<file path="config.mk">
export PLATFORM = sky130hd
export DESIGN_NAME = seq_mult
export DESIGN_NICKNAME = d
export VERILOG_FILES = /design/src/rtl/seq_mult.sv
export SDC_FILE = /design/constraint.sdc
export NUM_CORES = 1
export LEC_CHECK = 0
export ABC_AREA = 1
export CORE_UTILIZATION = 55
export CTS_CLUSTER_SIZE = 16
export DETAILED_ROUTE_END_ITERATION = 10
export HOLD_SLACK_MARGIN = 0.1
export PLACE_DENSITY_LB_ADDON = 0.12
export SYNTH_ARGS = -nofsm -noshare
export SYNTH_HDL_FRONTEND = slang
export SYNTH_SLANG_ARGS = --single-unit
export TNS_END_PERCENT = 1
</file>
<file path="constraint.sdc">
create_clock -name clk -period 7.8 [get_ports clk]
set_clock_uncertainty 0.15 [all_clocks]
set_input_delay 1.56 -clock clk [delete_from_list [all_inputs] [get_ports clk]]
set_output_delay 1.56 -clock clk [all_outputs]
set_load 0.02 [all_outputs]
</file>
<file path="src/rtl/seq_mult.sv">
// ---------------------------------------------------------------------------
// seq_mult -- multi-cycle unsigned shift-add multiplier.
//
// Accepts two N-bit unsigned operands on a start pulse (sampled only while
// idle), performs one partial-product step per clock for N clocks, then
// presents the registered 2N-bit product together with a one-cycle done
// strobe. The product register holds its value until the next completed
// operation or a reset, so a downstream register may sample it at any time
// after done.
//
// Handshake: start is a request that is accepted on any rising edge where
// the block is idle; there is no ready output. busy is high for the N RUN
// cycles, done is high for exactly one cycle after them, and the two are
// never high together. start seen while busy or done is ignored.
//
// Ports:
//   clk        rising-edge clock
//   reset      asynchronous active-high reset; abandons any operation
//   start      multiply request, sampled only in IDLE
//   a          multiplicand (N bits), captured on the accepted start
//   b          multiplier (N bits), captured on the accepted start
//   busy       high while iterating (RUN)
//   done       one-cycle pulse, product valid
//   product    registered 2N-bit result of the last completed multiply
//   dbg_state  current FSM state (0=IDLE, 1=RUN, 2=DONE) for observation
// ---------------------------------------------------------------------------
module seq_mult #(
  parameter int N = 32
) (
  input  logic           clk,
  input  logic           reset,
  input  logic           start,
  input  logic [N-1:0]   a,
  input  logic [N-1:0]   b,
  output logic           busy,
  output logic           done,
  output logic [2*N-1:0] product,
  output logic [1:0]     dbg_state
);

  localparam int CW = $clog2(N);
  localparam logic [CW-1:0] LAST_CNT = CW'(N - 1);

  typedef enum logic [1:0] {
    IDLE = 2'd0,
    RUN  = 2'd1,
    DONE = 2'd2
  } state_t;

  state_t           state_q, state_d;
  logic [N-1:0]     mcand_q, mcand_d;
  // Accumulator: bit 2N is the carry of the upper-half add, bits
  // [2N-1:N] the running partial sum, bits [N-1:0] the unconsumed
  // multiplier bits (LSB first).
  logic [2*N:0]     acc_q,   acc_d;
  logic [CW-1:0]    cnt_q,   cnt_d;
  logic             busy_q,  busy_d;
  logic             done_q,  done_d;
  logic [2*N-1:0]   product_q, product_d;

  // One shift-add iteration, computed combinationally from the current
  // accumulator. The add is N+1 bits wide so the carry is never lost.
  logic [N:0]       add_sum;
  logic [2*N:0]     acc_added;
  logic [2*N:0]     acc_shift;

  always_comb begin
    add_sum   = acc_q[2*N:N] + {1'b0, mcand_q};
    acc_added = acc_q[0] ? {add_sum, acc_q[N-1:0]} : acc_q;
    acc_shift = acc_added >> 1;
  end

  // Next-state and datapath control.
  always_comb begin
    state_d   = state_q;
    mcand_d   = mcand_q;
    acc_d     = acc_q;
    cnt_d     = cnt_q;
    product_d = product_q;

    unique case (state_q)
      IDLE: begin
        if (start) begin
          mcand_d = a;
          acc_d   = {{(N+1){1'b0}}, b};
          cnt_d   = '0;
          state_d = RUN;
        end
      end
      RUN: begin
        acc_d = acc_shift;
        cnt_d = cnt_q + CW'(1);
        // cnt_q counts completed iterations; this edge is the N-th one.
        if (cnt_q == LAST_CNT) begin
          state_d   = DONE;
          product_d = acc_shift[2*N-1:0];
        end
      end
      DONE: begin
        state_d = IDLE;
      end
      default: begin
        state_d = IDLE;
      end
    endcase

    // Status outputs are registered copies of the state being entered.
    busy_d = (state_d == RUN);
    done_d = (state_d == DONE);
  end

  always_ff @(posedge clk or posedge reset) begin
    if (reset) begin
      state_q   <= IDLE;
      mcand_q   <= '0;
      acc_q     <= '0;
      cnt_q     <= '0;
      busy_q    <= 1'b0;
      done_q    <= 1'b0;
      product_q <= '0;
    end else begin
      state_q   <= state_d;
      mcand_q   <= mcand_d;
      acc_q     <= acc_d;
      cnt_q     <= cnt_d;
      busy_q    <= busy_d;
      done_q    <= done_d;
      product_q <= product_d;
    end
  end

  assign busy      = busy_q;
  assign done      = done_q;
  assign product   = product_q;
  assign dbg_state = state_q;

endmodule

</file>
==> flow_summary.yaml, run 1 <==
cts:
  cts.sinks: 169
  h-tree-depth: 4
  path_clk_slew_ns: 0.08
  cts_resized: 0
  ctsHoldBuffers: 0
  clkLatencyLatePin_ns: 0.44
  cts_root_buf: "clkbuf_16"
  cts_made_buffers: 17
  cts_tree: "built"
  clockBufferDepth: 2
  cts_setup_buffers: 0
power:
  p_leak_nw: 5.905
  power_density_nw_per_um2: 479.3
  ir_drop_mv: 0.2355
  finalPower_mw: 5.424
floorplan:
  initial_utilization_pct: 56.11
  die_x_um: 131.8
  core_area_um2: 16520
  rows: 47
  fp.dieArea_um2: 17380
  io_pins: 135
  die_h_um: 131.8
setup_path:
  critical_path_buf_inv_count: 3
  critical_path.startpoint_type: "input pin"
  reg2reg_from: "dbg_state[0]"
  critPathCaptureType: "flip-flop"
  rr_worst_depth: 6
  max_stage_delay_ns: 0.64
  critical_path_class: "in -> reg"
  cp_cell_sequence: "clkdlybuf4s50_1, nand3_2, inv_2, buf_4, nand2_1, o211ai_1"
  worst_r2r_endpoint: "acc_q[19]"
  required_ns: 8.00
  slowest_stage: "nand3_2"
  critPathMaxFanout: 63
  r2r_setup_slack_ns: 4.51
  arrival_ns: 3.93
  cpLargestDelayFamily: "buffers and inverters"
sta:
  tightestPinTransition_ns: 0.8873
  final_max_slew_viol_count: 0
  setup_ws_ns: 4.070
  setup_viol: 0
  finalSetupTns_ns: 0
  rsz0062_at_grt: "false"
  hold_violations: 0
  max_freq_mhz: 268.1
  relSlewSlack_pct: 40.84
  post-route-min-period_ns: 3.730
  period_share_pct: 47.82
global_routing:
  grt_pass1_wl_um: 41060
  grt_start_max_net_pins: 100
  antenna_found_initial: 0
  grt-ovfl-total: 0
  grt_use_total_pct: 30.01
  grt_pass1_vias: 8110
min_path:
  hold_path_class: "reg -> reg"
  hold_end: "product[55]"
  min_from: "product[55]"
  hold_depth: 2
logic_synthesis:
  synth_top_area_share_pct: 45.61
  yosysWarnings: 0
  syn_area_um2: 9271
  ys_seq_area_share_pct: 45.61
  ys_seq_elements: 169
  synth_top_area_cell: "dfrtp_1"
  syn_inst: 1262
  synthSimpleGateAreaFrac_pct: 32.21
  muxShareOfSynthArea_pct: 0
  synthAdderAreaFrac_pct: 4.804
  synth_top_family_by_area: "simple AND/OR/NAND/NOR gates"
  synth_compound_area_share_pct: 8.003
  avgSynthCellArea_um2: 7.347
  synthXorXnorAreaFrac_pct: 0.9447
  synth_nets: 1364
  synthTopCellsByArea: "dfrtp_1 (46%), nand2_1 (22%), inv_1 (6.0%)"
  synth_cell_types: 36
detailed_routing:
  postRouteAntennaNets: 0
  drt-initial-drc-count: 639
  vias: 8473
  drc: 0
  wirelength_um: 24750
  via_per_inst: 5.253
  wl_per_cell_um: 15.34
  first_pass_iters: 7
status:
  outcome: "complete, no violations"
run:
  maxCapViolCount: 0
finish:
  final_util_pct: 68.48
  antenna_cells: 0
  regArea_um2: 4229
  final_nets: 1482
  syn_to_final_growth_pct: 22.05
  multi_input_area_um2: 4262
  nFillCells: 1405
  final-instance-count-excl-fill: 1613
  drive_above_1_share_pct: 5.671
placement:
  dp_cells: 1581
  hpwlAfterDp_um: 17030
  post-place-ws_ns: 3.648
  globalplace.congestion: 0.9348
  io_buffers: 134
[per-stage QoR]
step / hold WS (ns) / cell area [µm²]
final: 0.3300 / 11320
after CTS: 0.3342 / 11320
after global placement: 0.3150 / 10730
after global routing: 0.3487 / 11320
after detailed placement: 0.3171 / 10730
after floorplan: 0.3024 / 9271
[cell usage in the layout, fill, tap and decap left out, types with 4 or more instances in the layout]
cell type	synthesis	layout
nand2_1	533	533
dfrtp_1	169	169
inv_1	147	146
clkdlybuf4s50_1	0	134
nand3_1	92	92
nor2_1	54	54
o21ai_0	54	54
ha_1	34	34
a21oi_1	30	30
o211ai_1	19	19
clkbuf_16	0	17
or2_2	14	14
o21ai_1	12	12
nand2_2	8	8
nand3_2	8	8
xnor2_1	8	8
buf_4	5	7
inv_6	0	6
nand4_1	5	5
nor3_1	4	4
inv_2	4	4
a22oi_1	4	4
inv_8	0	4
[sequential cells by signal, summed over array words and instances, names as in the netlist]
name / flops
acc_q: 64
dbg_state: 2
busy: 1
done: 1
mcand_q: 32
product: 64
cnt_q: 5
[cells by family (layout without fill, tap and decap cells)]
family / count (synthesis) / in the layout
XOR/XNOR: 10 / 10
buffers and inverters: 193 / 324
AO/OA/AOI/OAI: 130 / 130
flip-flops: 169 / 169
AND/OR/NAND/NOR: 725 / 725
adder cells (fa/ha/maj): 35 / 35
[worst reg2reg max path, cell delays in order (launching register included)]
cell and delay [ns]:
dfrtp_1 0.43, nand2_2 0.54, nand3_2 0.84, inv_2 0.30, buf_4 0.62, nand2_1 0.18, o211ai_1 0.15
[layer usage]
layer	vias up	share of wire (%)	GRT usage [%]
met5	-	0	0
met1	3934	47	42.50
met4	0	1.1	7.494
met3	21	7.6	6.305
met2	322	45	47.18
li1	4196	-	-
[power breakdown]
group	switching (mW)	internal, mW	total, mW
sequential	0.253	1.26	1.51
clock	0.397	0.455	0.852
combinational	1.95	1.11	3.06
total	2.60	2.83	5.42
[how the worst max path moves through the flow]
stage | depth (start not counted) | slack (ns) | from | endpoint
finish | 6 | 4.07 | start | acc_q[19]
global route | 6 | 3.91 | start | acc_q[19]
CTS | 6 | 4.10 | start | acc_q[19]
detailed placement | 6 | 3.65 | start | acc_q[11]
global placement | 6 | 3.78 | start | acc_q[9]
floorplan | 1 | 1.51 | reset | acc_q[0]
[cells in the mapped netlist (all sizes together)]
master,n
o21bai,2
or2,15
a21o,1
dfrtp,169
nand3,100
nand4,5
ha,34
o21ai,68
o211ai,19
buf,26
o221ai,1
a21oi,30
a22o,2
nor3,4
a22oi,4
fa,1
xnor2,8
o22ai,2
clkbuf,16
nand2,541
a32o,1
inv,151
nor4,2
nor2,58
xor2,2
[layout make-up]
cell class                      count  share of cell area [%]
Tap cell                          220                   2.433
Clock buffer                       18                   3.793
Sequential cell                   169                   37.37
Multi-Input combinational cell    900                   37.66
Timing Repair Buffer              141                   12.32
Clock inverter                     14                   1.371
Inverter                          151                   5.053
Note: power is estimated with default switching activity, not from simulation.
==> run 2: changes to the inputs <==
==> constraint.sdc (replaced) <==
create_clock -name clk -period 3.5 [get_ports clk]
set_clock_uncertainty 0.15 [all_clocks]
set_input_delay 0.7 -clock clk [delete_from_list [all_inputs] [get_ports clk]]
set_output_delay 0.7 -clock clk [all_outputs]
set_load 0.02 [all_outputs]
==> run 2 against run 1 <==
Global-route usage grew 0.46 points. Count of clock-buffer cells in the layout grew 1. Die area did not move. Via count grew 0.64%. Power increased by 120%. Flip-flop and latch count unchanged. Non-clock buffer count rose by 9. First-iteration DRC count grew 9.9%. Largest cell class unchanged. Highest routed layer unchanged.
==> flow_summary.yaml, run 2 (synthesis gave the netlist of run 1 again) <==
sta:
  period_share_pct: 72.81
  tightestPinTransition_ns: 0.7235
  post-route-min-period_ns: 2.548
  max_freq_mhz: 392.4
  hold_violations: 0
  setup_ws_ns: 0.9516
  final_max_slew_viol_count: 0
  setup_viol: 0
  finalSetupTns_ns: 0
  relSlewSlack_pct: 51.66
  rsz0062_at_grt: "false"
cts:
  clkLatencyLatePin_ns: 0.44
  cts_tree: "built"
  h-tree-depth: 4
  cts.sinks: 169
  clockBufferDepth: 2
  cts_resized: 0
  cts_setup_buffers: 0
  ctsHoldBuffers: 0
  cts_root_buf: "clkbuf_16"
  path_clk_slew_ns: 0.07
  cts_made_buffers: 17
detailed_routing:
  vias: 8527
  via_per_inst: 5.257
  wl_per_cell_um: 15.60
  postRouteAntennaNets: 0
  drt-initial-drc-count: 702
  first_pass_iters: 5
  drc: 0
  wirelength_um: 25310
min_path:
  hold_path_class: "reg -> reg"
  min_from: "product[58]"
run:
  maxCapViolCount: 0
floorplan:
  die_h_um: 131.8
  die_x_um: 131.8
  rows: 47
  core_area_um2: 16520
  io_pins: 135
  fp.dieArea_um2: 17380
  initial_utilization_pct: 56.11
placement:
  placed_area_um2: 10840
  globalplace.congestion: 0.9188
  hpwlAfterDp_um: 17880
  dp_cells: 1590
  post-place-ws_ns: 0.9447
  io_buffers: 134
setup_path:
  reg2reg_from: "cnt_q[0]"
  critical_path.startpoint_type: "flip-flop"
  critPathCaptureType: "flip-flop"
  r2r_setup_slack_ns: 0.95
  required_ns: 3.64
  critical_path_class: "reg -> reg"
  cp-startpoint: "cnt_q[0]"
  arrival_ns: 2.68
  critPathMaxFanout: 58
global_routing:
  grt_pass1_vias: 8142
  grt_start_max_net_pins: 64
  grt-ovfl-total: 0
  antenna_found_initial: 0
  grt_pass1_wl_um: 41610
  grt_use_total_pct: 30.47
power:
  p_comb_share_pct: 56.2
  ir_drop_mv: 0.6416
  intPower_mw: 6.387
  finalPower_mw: 12.18
  pwr-share-clk_pct: 15.9
  power_frac_seq_pct: 27.9
  netSwitchingFraction_pct: 47.55
  p_sw_mw: 5.791
  power_density_nw_per_um2: 1066
  p_leak_nw: 5.969
finish:
  multi_input_area_um2: 4262
  final_nets: 1491
  fin_area_um2: 11430
  final-instance-count-excl-fill: 1622
  drive_above_1_share_pct: 6.205
  antenna_cells: 0
  nFillCells: 1371
  regArea_um2: 4229
  final_cell_mix: "nand2_1 (533), dfrtp_1 (169), inv_1 (146), clkdlybuf4s50_1 (134), nand3_1 (92)"
  layout_commonest_cell: "nand2_1"
  syn_to_final_growth_pct: 23.27
status:
  outcome: "complete, no violations"
## run 2: changes by cell type in the layout (fill, tap and decap cells not counted)
cell	previous run	this run
inv_8	4	3
buf_12	0	3
bufinv_16	1	2
clkbuf_1	1	2
inv_6	6	4
clkinvlp_4	2	1
buf_4	7	13
clkinv_4	0	3
clkinv_8	1	0
## run 2: worst paths after layout
path | end | cells after the start
worst max-delay path | product[25] | 9
worst min-delay path | product[58] | 2
worst max register to register | product[25] | 9
worst min register to register | product[58] | 2
max in group asynchronous | cnt_q[2] | 3
min in group asynchronous | product[22] | 2
## run 2: area by class of cell
type	count	area share (%)
Clock buffer	19	3.788
Tap cell	220	2.409
Timing Repair Buffer	150	13.12
Multi-Input combinational cell	900	37.29
Sequential cell	169	37.00
Inverter	151	4.992
Clock inverter	13	1.401
## run 2: critical path, cell delays in order, from the launching register on
cell and delay [ns]:
dfrtp_1 0.41, ha_1 0.21, nand2_1 0.08, nor2_1 0.05
ha_1 0.22, inv_1 0.14, nor2_4 0.06, inv_2 0.30
buf_4 0.56, o21ai_0 0.17
## run 2: power groups by stage
stage | clock network, mW | logic (mW) | registers, mW
detailed placement | 0 | 6.76 | 3.39
global route | 2.03 | 7.71 | 3.48
floorplan | 0 | 4.63 | 3.52
finish | 1.93 | 6.84 | 3.40
global placement | 0 | 6.63 | 3.38
CTS | 1.95 | 6.80 | 3.39
## run 2: per-layer routing
layer	track usage, %	vias up	share of wire, %
li1	-	4224	-
met1	43.14	4005	47
met2	48.41	277	45
met4	6.460	0	1.1
met5	0	-	0
met3	6.421	21	7.0
## run 2: through the flow
stage	hold WS [ns]	utilization, %
finish	0.3325	69.16
global route	0.3494	69.16
CTS	0.3383	69.16
detailed placement	0.3186	65.57
global placement	0.3140	65.57
floorplan	0.3024	-
==> run 3: changes to the inputs <==
==> constraint.sdc (replaced) <==
create_clock -name clk -period 2.66 [get_ports clk]
set_clock_uncertainty 0.15 [all_clocks]
set_input_delay 0.532 -clock clk [delete_from_list [all_inputs] [get_ports clk]]
set_output_delay 0.532 -clock clk [all_outputs]
set_load 0.02 [all_outputs]
==> run 3 against run 2 <==
Sequential share of layout area hardly changed. Wire length is 0.47% higher. Sequential power is 31% higher. Worst setup slack worse by 0.81 ns. Die area stayed put. Maximum frequency is 1.2% higher. Via count is 0.76% lower. Critical endpoint is now product[39]. Largest power group unchanged. Clock power is 27% higher.
==> flow_summary.yaml, run 3 (synthesis gave the netlist of run 1 again) <==
status:
  outcome: "complete, no violations"
cts:
  ctsHoldBuffers: 0
  cts.sinks: 169
  clkLatencyLatePin_ns: 0.43
  clockBufferDepth: 2
  path_clk_slew_ns: 0.07
  cts_root_buf: "clkbuf_16"
  cts_resized: 0
  cts_setup_buffers: 0
  h-tree-depth: 4
  cts_tree: "built"
  cts_made_buffers: 17
setup_path:
  slowest_stage: "fa_1"
  critical_path.startpoint_type: "flip-flop"
  critical_path_buf_inv_count: 0
  required_ns: 2.80
  critPathCaptureType: "flip-flop"
  arrival_ns: 2.66
  cpLargestDelayFamily: "adder cells"
  critPathMaxFanout: 5
  max_stage_delay_ns: 0.46
  cp_cell_sequence: "ha_1, fa_1, nand3_1, nand3_1, nand2_1, nand2_2, xor2_1, o21ai_0, o21ai_0"
  critical_path_class: "reg -> reg"
global_routing:
  grt_use_total_pct: 30.66
  grt_start_max_net_pins: 54
  grt_pass1_vias: 8240
  grt_pass1_wl_um: 42000
  grt-ovfl-total: 0
  antenna_found_initial: 0
sta:
  relSlewSlack_pct: 61.45
  hold_violations: 0
  rsz0062_at_grt: "false"
  post-route-min-period_ns: 2.518
  max_freq_mhz: 397.1
  setup_viol: 0
  final_max_slew_viol_count: 0
  tightestPinTransition_ns: 0.5782
  period_share_pct: 94.68
finish:
  nFillCells: 1439
  final_nets: 1494
  final_cell_mix: "nand2_1 (533), dfrtp_1 (169), inv_1 (146), clkdlybuf4s50_1 (134), nand3_1 (92)"
  antenna_cells: 0
  final_util_pct: 69.24
  layout_commonest_cell: "nand2_1"
  syn_to_final_growth_pct: 23.41
  drive_above_1_share_pct: 6.481
floorplan:
  die_x_um: 131.8
  initial_utilization_pct: 56.11
  io_pins: 135
  rows: 47
  die_h_um: 131.8
  fp.dieArea_um2: 17380
  core_area_um2: 16520
power:
  finalPower_mw: 16.00
  power_density_nw_per_um2: 1398
  ir_drop_mv: 0.7240
  p_leak_nw: 5.982
placement:
  globalplace.congestion: 0.9138
  io_buffers: 134
  hpwlAfterDp_um: 18280
detailed_routing:
  drt-initial-drc-count: 669
  postRouteAntennaNets: 0
  wl_per_cell_um: 15.66
  wirelength_um: 25430
  vias: 8462
  via_per_inst: 5.211
  drc: 0
  first_pass_iters: 5
min_path:
  hold_path_class: "reg -> reg"
run:
  maxCapViolCount: 0
[run 3: worst paths after layout]
kind                        startpoint     endpoint  slack, ns  depth (start not counted)
max                         mcand_q[0]  product[39]       0.14                          9
min                        product[54]  product[54]       0.33                          2
max reg2reg                 mcand_q[0]  product[39]       0.14                          9
min reg2reg                product[54]  product[54]       0.33                          2
max in group asynchronous        reset  product[43]       1.38                          3
min in group asynchronous        reset  product[22]       0.34                          2
[run 3: where the power goes]
group	leakage, nW	switching (mW)	internal, mW	total, mW
combinational	3.56	5.78	3.32	9.10
sequential	2.13	0.745	3.70	4.44
clock	0.286	1.12	1.34	2.46
total	5.98	7.64	8.36	16.0
[run 3: final cells by class]
| type | instances | area (µm²) | area share, % |
|---|---|---|---|
| clock buffers | 18 | 439.2 | 3.838 |
| well taps | 220 | 275.3 | 2.406 |
| inverters | 151 | 570.5 | 4.986 |
| multi-input cells | 900 | 4262 | 37.24 |
| repair buffers | 153 | 1534 | 13.41 |
| flip-flops and latches | 169 | 4229 | 36.96 |
| clock inverters | 13 | 132.6 | 1.159 |
[run 3: worst min-delay path, cell delays in order (launching register included)]
cell and delay, ns:
dfrtp_1 0.34, nand2_1 0.06, nand2_1 0.05
[run 3: through the flow]
stage	std cells	TNS, ns	hold WS [ns]	setup WS (ns)	area [µm²]
2_1_floorplan	1262	-29.87	0.3024	-0.1767	9275
3_3_place_gp	1593	0	0.3144	0.2354	10870
3_5_place_dp	1593	0	0.3159	0.1882	10870
4_1_cts	1624	0	0.3336	0.1866	11440
5_1_grt	1624	0	0.3482	0.01599	11440
6_report	1624	0	0.3325	0.1416	11440
[run 3: metal layers]
metal  wire, µm  global-route usage (%)  up-vias
li1           -                       -     4206
met1      11900                   44.04     3948
met2      11530                   48.65      294
met3       1807                   5.959       14
met4        194                   5.879        0
met5          0                       0        -
